### src/rtl/freq_period_counter.sv
// freq_period_counter: measures an asynchronous signal either as edges per gate
// window (frequency mode) or as reference ticks per signal period (period mode).
// Build option: define MEAS_TIMEOUT_EN to abort period measurements after
// TO_EDGES gate rising edges without a completing signal edge.
module freq_period_counter #(
   parameter int unsigned CNT_W    = 32,
   parameter int unsigned TO_EDGES = 4
) (
   input  logic             CLK_50,
   input  logic             RST,
   input  logic             sig_in,
   input  logic             gate_in,
   input  logic             ref_in,
   input  logic             measure_mode,
   input  logic             start,
   output logic [CNT_W-1:0] count,
   output logic             valid,
   output logic             busy,
   output logic             ovf,
   output logic             timeout
);

   typedef enum logic [1:0] {ST_IDLE, ST_ARM, ST_MEAS, ST_DONE} state_e;

   localparam int unsigned TO_W = 8;

   if (TO_EDGES < 2 || TO_EDGES > 255) begin : g_to_range_chk
      $error("freq_period_counter: TO_EDGES must lie in 2..255");
   end

   logic [2:0]       sig_sync_q, gate_sync_q, ref_sync_q;
   logic             sig_rise, gate_rise, gate_fall, ref_rise;
   state_e           state_q, state_d;
   logic             mode_q, mode_d;
   logic [CNT_W-1:0] cnt_q, cnt_d;
   logic             ovf_flag_q, ovf_flag_d;
   logic             inc_en;
   logic             timeout_hit;
   logic [CNT_W-1:0] count_d;
   logic             valid_d, busy_d, ovf_d, timeout_d;
`ifdef MEAS_TIMEOUT_EN
   logic [TO_W-1:0]  to_cnt_q, to_cnt_d;
`endif

   // Two-flop synchronisers plus a history flop for edge detection
   always_ff @(posedge CLK_50 or posedge RST) begin
      if (RST) begin
         sig_sync_q  <= '0;
         gate_sync_q <= '0;
         ref_sync_q  <= '0;
      end else begin
         sig_sync_q  <= {sig_sync_q[1:0], sig_in};
         gate_sync_q <= {gate_sync_q[1:0], gate_in};
         ref_sync_q  <= {ref_sync_q[1:0], ref_in};
      end
   end

   assign sig_rise  = sig_sync_q[1] & ~sig_sync_q[2];
   assign gate_rise = gate_sync_q[1] & ~gate_sync_q[2];
   assign gate_fall = ~gate_sync_q[1] & gate_sync_q[2];
   assign ref_rise  = ref_sync_q[1] & ~ref_sync_q[2];

   // Next-state, counter and result logic; results are captured on entry to DONE
   always_comb begin
      state_d     = state_q;
      mode_d      = mode_q;
      cnt_d       = cnt_q;
      ovf_flag_d  = ovf_flag_q;
      inc_en      = 1'b0;
      timeout_hit = 1'b0;
      count_d     = count;
      valid_d     = 1'b0;
      ovf_d       = ovf;
      timeout_d   = timeout;
`ifdef MEAS_TIMEOUT_EN
      to_cnt_d    = to_cnt_q;
`endif

      case (state_q)
         ST_IDLE: begin
            if (start) begin
               mode_d     = measure_mode;
               cnt_d      = '0;
               ovf_flag_d = 1'b0;
`ifdef MEAS_TIMEOUT_EN
               to_cnt_d   = '0;
`endif
               state_d    = ST_ARM;
            end
         end
         ST_ARM: begin
            if (!mode_q) begin
               if (gate_rise) begin
                  state_d = ST_MEAS;
                  if (sig_rise) cnt_d = CNT_W'(1);
               end
            end else if (sig_rise) begin
               state_d = ST_MEAS;
            end
         end
         ST_MEAS: begin
            if (!mode_q) begin
               if (gate_fall)     state_d = ST_DONE;
               else if (sig_rise) inc_en  = 1'b1;
            end else begin
               if (sig_rise)      state_d = ST_DONE;
               else if (ref_rise) inc_en  = 1'b1;
            end
         end
         ST_DONE: state_d = ST_IDLE;
         default: state_d = ST_IDLE;
      endcase

      // Saturating increment: hold at all-ones and raise the sticky flag
      if (inc_en) begin
         if (cnt_q == '1) ovf_flag_d = 1'b1;
         else             cnt_d      = cnt_q + CNT_W'(1);
      end

`ifdef MEAS_TIMEOUT_EN
      // Period mode gives up after TO_EDGES gate rises
      if (mode_q && gate_rise && (state_q == ST_ARM || state_q == ST_MEAS)) begin
         if (to_cnt_q == TO_W'(TO_EDGES - 1)) begin
            timeout_hit = 1'b1;
            state_d     = ST_DONE;
         end else begin
            to_cnt_d = to_cnt_q + TO_W'(1);
         end
      end
`endif

      if (state_d == ST_DONE) begin
         valid_d   = 1'b1;
         count_d   = timeout_hit ? '1 : cnt_q;
         ovf_d     = timeout_hit ? 1'b0 : ovf_flag_q;
         timeout_d = timeout_hit;
      end

      busy_d = (state_d != ST_IDLE);
   end

   // State and measurement registers
   always_ff @(posedge CLK_50 or posedge RST) begin
      if (RST) begin
         state_q    <= ST_IDLE;
         mode_q     <= 1'b0;
         cnt_q      <= '0;
         ovf_flag_q <= 1'b0;
`ifdef MEAS_TIMEOUT_EN
         to_cnt_q   <= '0;
`endif
      end else begin
         state_q    <= state_d;
         mode_q     <= mode_d;
         cnt_q      <= cnt_d;
         ovf_flag_q <= ovf_flag_d;
`ifdef MEAS_TIMEOUT_EN
         to_cnt_q   <= to_cnt_d;
`endif
      end
   end

   // Registered outputs
   always_ff @(posedge CLK_50 or posedge RST) begin
      if (RST) begin
         count   <= '0;
         valid   <= 1'b0;
         busy    <= 1'b0;
         ovf     <= 1'b0;
         timeout <= 1'b0;
      end else begin
         count   <= count_d;
         valid   <= valid_d;
         busy    <= busy_d;
         ovf     <= ovf_d;
         timeout <= timeout_d;
      end
   end

endmodule

### config.mk
export PLATFORM = sky130hd
export DESIGN_NAME = freq_period_counter
export DESIGN_NICKNAME = d
export VERILOG_FILES = /design/src/rtl/freq_period_counter.sv
export SDC_FILE = /design/constraint.sdc
export NUM_CORES = 1
export LEC_CHECK = 0
export BUFFER_PORTS_ARGS = -buffer_cell sky130_fd_sc_hd__buf_2
export CORE_UTILIZATION = 35
export DETAILED_ROUTE_END_ITERATION = 10
export PLACE_DENSITY = 0.58
export SETUP_SLACK_MARGIN = 0.1
export SYNTH_ARGS = -nofsm -noshare
export SYNTH_HDL_FRONTEND = slang
export SYNTH_SLANG_ARGS = --single-unit
### constraint.sdc
create_clock -name CLK_50 -period 3.2 [get_ports CLK_50]
set_input_delay 0.64 -clock CLK_50 [delete_from_list [all_inputs] [get_ports CLK_50]]
set_output_delay 0.64 -clock CLK_50 [all_outputs]
set_load 0.01 [all_outputs]
### Word level (Yosys, flattened, before mapping)

Index checks and enable logic that the tools add are counted.

* muxes and demuxes: 26
* reductions and logical operators: 3
* equality and inequality tests: 5
* $add $sub $neg: 1
* bitwise gates (word level): 8

Operator list (number)
* 32-bit 2-to-1 mux: 6
* 32-bit case mux with 2 select lines: 1
* 32-bit by 1-bit adder with 32-bit output (second input constant): 1
* 32-bit == test (second input constant): 1
* 2-bit 2-to-1 mux: 7
* 1-bit 2-to-1 mux: 11
* 2-bit case mux with 4 select lines: 1
* 2-bit == test (second input constant): 3
* 1-bit bitwise AND: 4
* 1-bit NOT: 4
* 2-bit by 1-bit == test with 1-bit output (second input constant): 1
* 2-bit logical NOT: 1
* 2-bit AND reduction: 1
* 2-bit nonzero test: 1

* register bits after elaboration: 80
* bits of input ports: 7

### Depth between registers and ports, before layout

* depth after elaboration: 8
* gate-level depth with buffers: 8

### Worst setup path after synthesis

Ideal clock, no wire load.

* kind: flip-flop to flip-flop
* from: register state_q[0]
* to: register cnt_q[15]
* library setup time: 0.078 ns
* stages on the path, launching flop included: 7
* clock period less this slack: 1.919 ns
* setup slack: 1.281 ns
* arrival time: 1.841 ns
* path buffers: 1
* path through: dfrtp_1 -> nand2b_4 -> nor4_4 -> nor2_4 -> buf_6 -> or4_1 -> a21oi_1

* longest elaborated chain between the ends: 4

Ends and longest elaborated chain
* start: declaration: RTL line 33 `state_e state_q, state_d;`
* start signal: assignment: RTL line 153 `state_q <= state_d;`
* 2-bit by 1-bit == test with 1-bit output or 2-bit logical NOT (tied branches): RTL line 79 `case (state_q)`
* 32-bit case mux with 2 select lines: RTL line 79
* 32-bit 2-to-1 mux: RTL line 116 `if (cnt_q == '1) ovf_flag_d = 1'b1;`
* 32-bit 2-to-1 mux *: RTL line 115 `if (inc_en) begin`
* named net cnt_d[15]: RTL line 35 `logic [CNT_W-1:0] cnt_q, cnt_d;`
* end signal: assignment: RTL line 155 `cnt_q <= cnt_d;`
* end: declaration: RTL line 35

The timed path passes the listed nets; every way through them passes the cells marked *.
A chain may end at the register's enable or synchronous reset.

### Worst setup path after layout

* from: register cnt_q[19]
* to: register cnt_q[27]

* longest elaborated chain between the ends: 3

Ends and longest elaborated chain (RTL line)
* 32-bit by 1-bit adder with 32-bit output or 32-bit == test (tied branches): 117, 116
* 32-bit 2-to-1 mux *: 116
* 32-bit 2-to-1 mux *: 115
* named net cnt_d[27]: 35

Marks and branches as above.

==> results.md <==
* Clk slew on worst S/H paths at 0.08 ns
* Post-synthesis cell type count at 43
* Initial antenna violation count at 0
* Postcts setup bufs at 0
* CP endpoint kind: register
* Top cells by area, synth: dfrtp_1, mux2_2, mux2i_1, nand2_1, o31ai_1
* Xor-xnor portion of the synthesized cell area at 0%
* Worst vdd ir at 0.321 mV
* Antenna-violating nets left at 0
* Top cells by count, synth: dfrtp_1, mux2_2, nand2_1
* Chip Width at 104 um
* Core area at 0.00995 mm^2
* H-tree Lvls at 3
* Final hold violation count at 0
* P&R area growth vs syn at 13.4%
* Combinational Power Share at 18.0%
* CP required at 3.42 ns
* Setup Skew at 0.00690 ns
* R2r setup slk at 0.81 ns
* Adder-cell share of the synthesized area at 0.341%
* Nets at 366
* Synth area leader: dfrtp_1
* # rows at 36
* Mux contribution to synthesized area at 15.3%
* Fmax at 0.419 GHz
* Mapped cell area at 0.00367 mm^2
* Count leader, synth: dfrtp_1
* Yosys top cell area share at 54.6%
* CTS tree: yes
* Largest net degree at the start of global routing at 40
* Crit path launch type: register
* Hold Crit Class: reg -> reg
* Syn_area_per_cell at 11.6 um^2
* DRC at 0
* Worst skew pair latency at 0.35 ns
* Hold Buf Count CTS at 0
* Ports placed on the boundary at 43
* Worst-margin pin slew at 0.847 ns
* Via-per-instance ratio at 5.12
* Gr usage total at 14.1%
* Root Driver: clkbuf_8
* Final wirelength at 7.16 mm
* Crit path DAT at 2.61 ns
* CP max FO at 24
* Vias at 2539
* Cts bufs inserted at 9
* Synthesized netlist cell count at 316
* Post-synthesis sequential area ratio at 54.6%
* Cell Int Power at 1.59 mW
* Post-layout util at 41.8%
* Seq pwr share at 52.9%
* Vias in the first global route at 2340
* Simple-gate share of the synthesized area at 19.6%
* Pleak at 1.89 nW
* Avg WL per Cell at 14.4 um
* EDFF count, synth at 0
* Die height at 104 um
* Layout cells sized above 1 at 28.9%
* Synth Area in Compound Gates at 7.34%
* Worst setup path start: cnt_q[19]
* Largest family of logic cells by synthesized area: simple AND/OR/NAND/NOR gates
* # Max-Cap Violations at 0
* CP peak stage delay at 0.76 ns
* CTS Sinks at 80
* Min Clock Period, post-route at 2.39 ns
* YS warnings at 0
* Detailed Routing Iterations Pass 1 at 4
* Hold Crit Start: sig_sync_q[0]
* Worst hold slack at 0.354 ns
* Iter 0 DRT Violations at 106
* FF+latch count, synth at 80
* Worst reg2reg path startpoint: cnt_q[19]
* Power Dens Cells at 543 mW/mm^2
* Die area at 0.0109 mm^2
* Async SR Flop Fraction at 100%
* Final setup violating endpoints at 0
* Psw at 0.672 mW
* Starting density of the core at 36.8%
* Clk network pwr share at 29.1%
* Max_slew headroom at 43.6%
* Global placement routability congestion at 0.785
* Unrepaired setup endpoints after global routing: false
* Outcome: finished, final reports clean
* Switching Fraction at 29.8%
* Setup TNS at 0 ns
* First-pass GRT wire length at 12.3 mm
* Antenna cell count at 0
* Crit share post-route at 74.5%
* Crit Path Category: reg -> reg
* Cell Chain, Critical Path: nand4_1 > nor3_1 > and3_1 > nor4_1 > mux2i_1
* Primary FF master, synth: dfrtp_1
* Resized cells post-CTS at 0
* Global route overflow at 0
* Syn nets at 324
* Slowest cell on crit path: and3_1
* IO Port Bufs at 41
* Post-DP HPWL at 4.89 mm
* Longest Clk Path Bufs at 2
* Final Max Slew Viols at 0
-- cells in the final DEF (no fill, tap or decap), types with 2 or more instances in the layout --
master,synthesis,final
nand2b_1,2,2
dfrtp_1,80,80
or3_1,3,3
nor3_2,2,2
nor3_1,7,7
clkinvlp_4,0,3
and3_1,6,6
nor3b_1,2,2
buf_2,0,41
nor2b_1,2,2
or4_1,11,11
o31ai_1,11,11
nand4_1,9,9
mux2_2,32,32
nor4_1,9,9
nor2_1,9,9
or4b_1,2,2
inv_1,7,6
o21ai_0,10,10
a21oi_1,14,14
nand3_1,13,13
clkbuf_8,0,9
o41ai_1,2,2
mux2i_1,20,20
or2_2,3,3
buf_4,3,3
clkinv_2,0,2
nor4_4,2,2
nand2_1,30,30
-- kinds of logic (layout without fill, tap and decap cells) --
group                    Yosys count  count (layout)
AND/OR/NAND/NOR                  120             120
buffers and inverters             20              67
other                              1               1
multiplexers                      52              52
adder cells (fa/ha/maj)            1               1
flip-flops                        80              80
AO/OA/AOI/OAI                     42              42
-- worst paths after layout --
kind / end / depth (start not counted)
worst max-delay path: cnt_q[27] / 5
worst min-delay path: sig_sync_q[1] / 0
worst max register to register: cnt_q[27] / 5
worst min register to register: sig_sync_q[1] / 0
max in group asynchronous: cnt_q[6] / 3
min in group asynchronous: count[27] / 2
-- through the flow --
step | setup slack [ns] | cells | power [mW] | cell area, um^2
final | 0.815 | 496 | 2.26 | 4160
after global routing | 0.562 | 496 | 2.39 | 4160
after CTS | 0.820 | 496 | 2.29 | 4160
after detailed placement | 0.845 | 480 | 1.63 | 3990
after global placement | 0.864 | 480 | 1.62 | 3990
after floorplan | 0.508 | 316 | 1.48 | 3670
-- flip-flops by register name (all words and copies together), names as in the netlist --
name / cells
ovf_flag_q: 1
sig_sync_q: 3
gate_sync_q: 3
busy: 1
count: 32
cnt_q: 32
valid: 1
state_q: 2
ref_sync_q: 3
mode_q: 1
ovf: 1
-- metal layers --
metal / vias up / GRT usage, % / part of all wire [%]
li1: 1250 / - / -
met1: 1227 / 19.7 / 51
met2: 51 / 20.9 / 43
met3: 11 / 4.26 / 4.3
met4: 0 / 3.98 / 1.5
met5: - / 0 / 0
-- power groups by stage --
| stage | sequential [mW] | combinational, mW | clock (mW) |
|---|---|---|---|
| 2_1_floorplan | 1.24 | 0.235 | 0 |
| 4_1_cts | 1.20 | 0.414 | 0.683 |
| 3_3_place_gp | 1.21 | 0.408 | 0 |
| 3_5_place_dp | 1.22 | 0.414 | 0 |
| 5_1_grt | 1.21 | 0.451 | 0.724 |
| 6_report | 1.19 | 0.405 | 0.658 |
-- worst max-delay path: cells and delay by family, from the launching register on --
family | cells | cell delay [ns]
flops | 1 | 0.45
mux | 1 | 0.17
simple gates | 4 | 1.62
-- final cells by class --
cell class	count	area, um^2
flip-flops and latches	80	2000
multi-input cells	216	1560
inverters	7	27.5
clock buffers	10	128
repair buffers	44	228
clock inverters	6	45.0
well taps	133	166
fillers	976	5800
No activity file was read; power rests on OpenSTA's default activity.
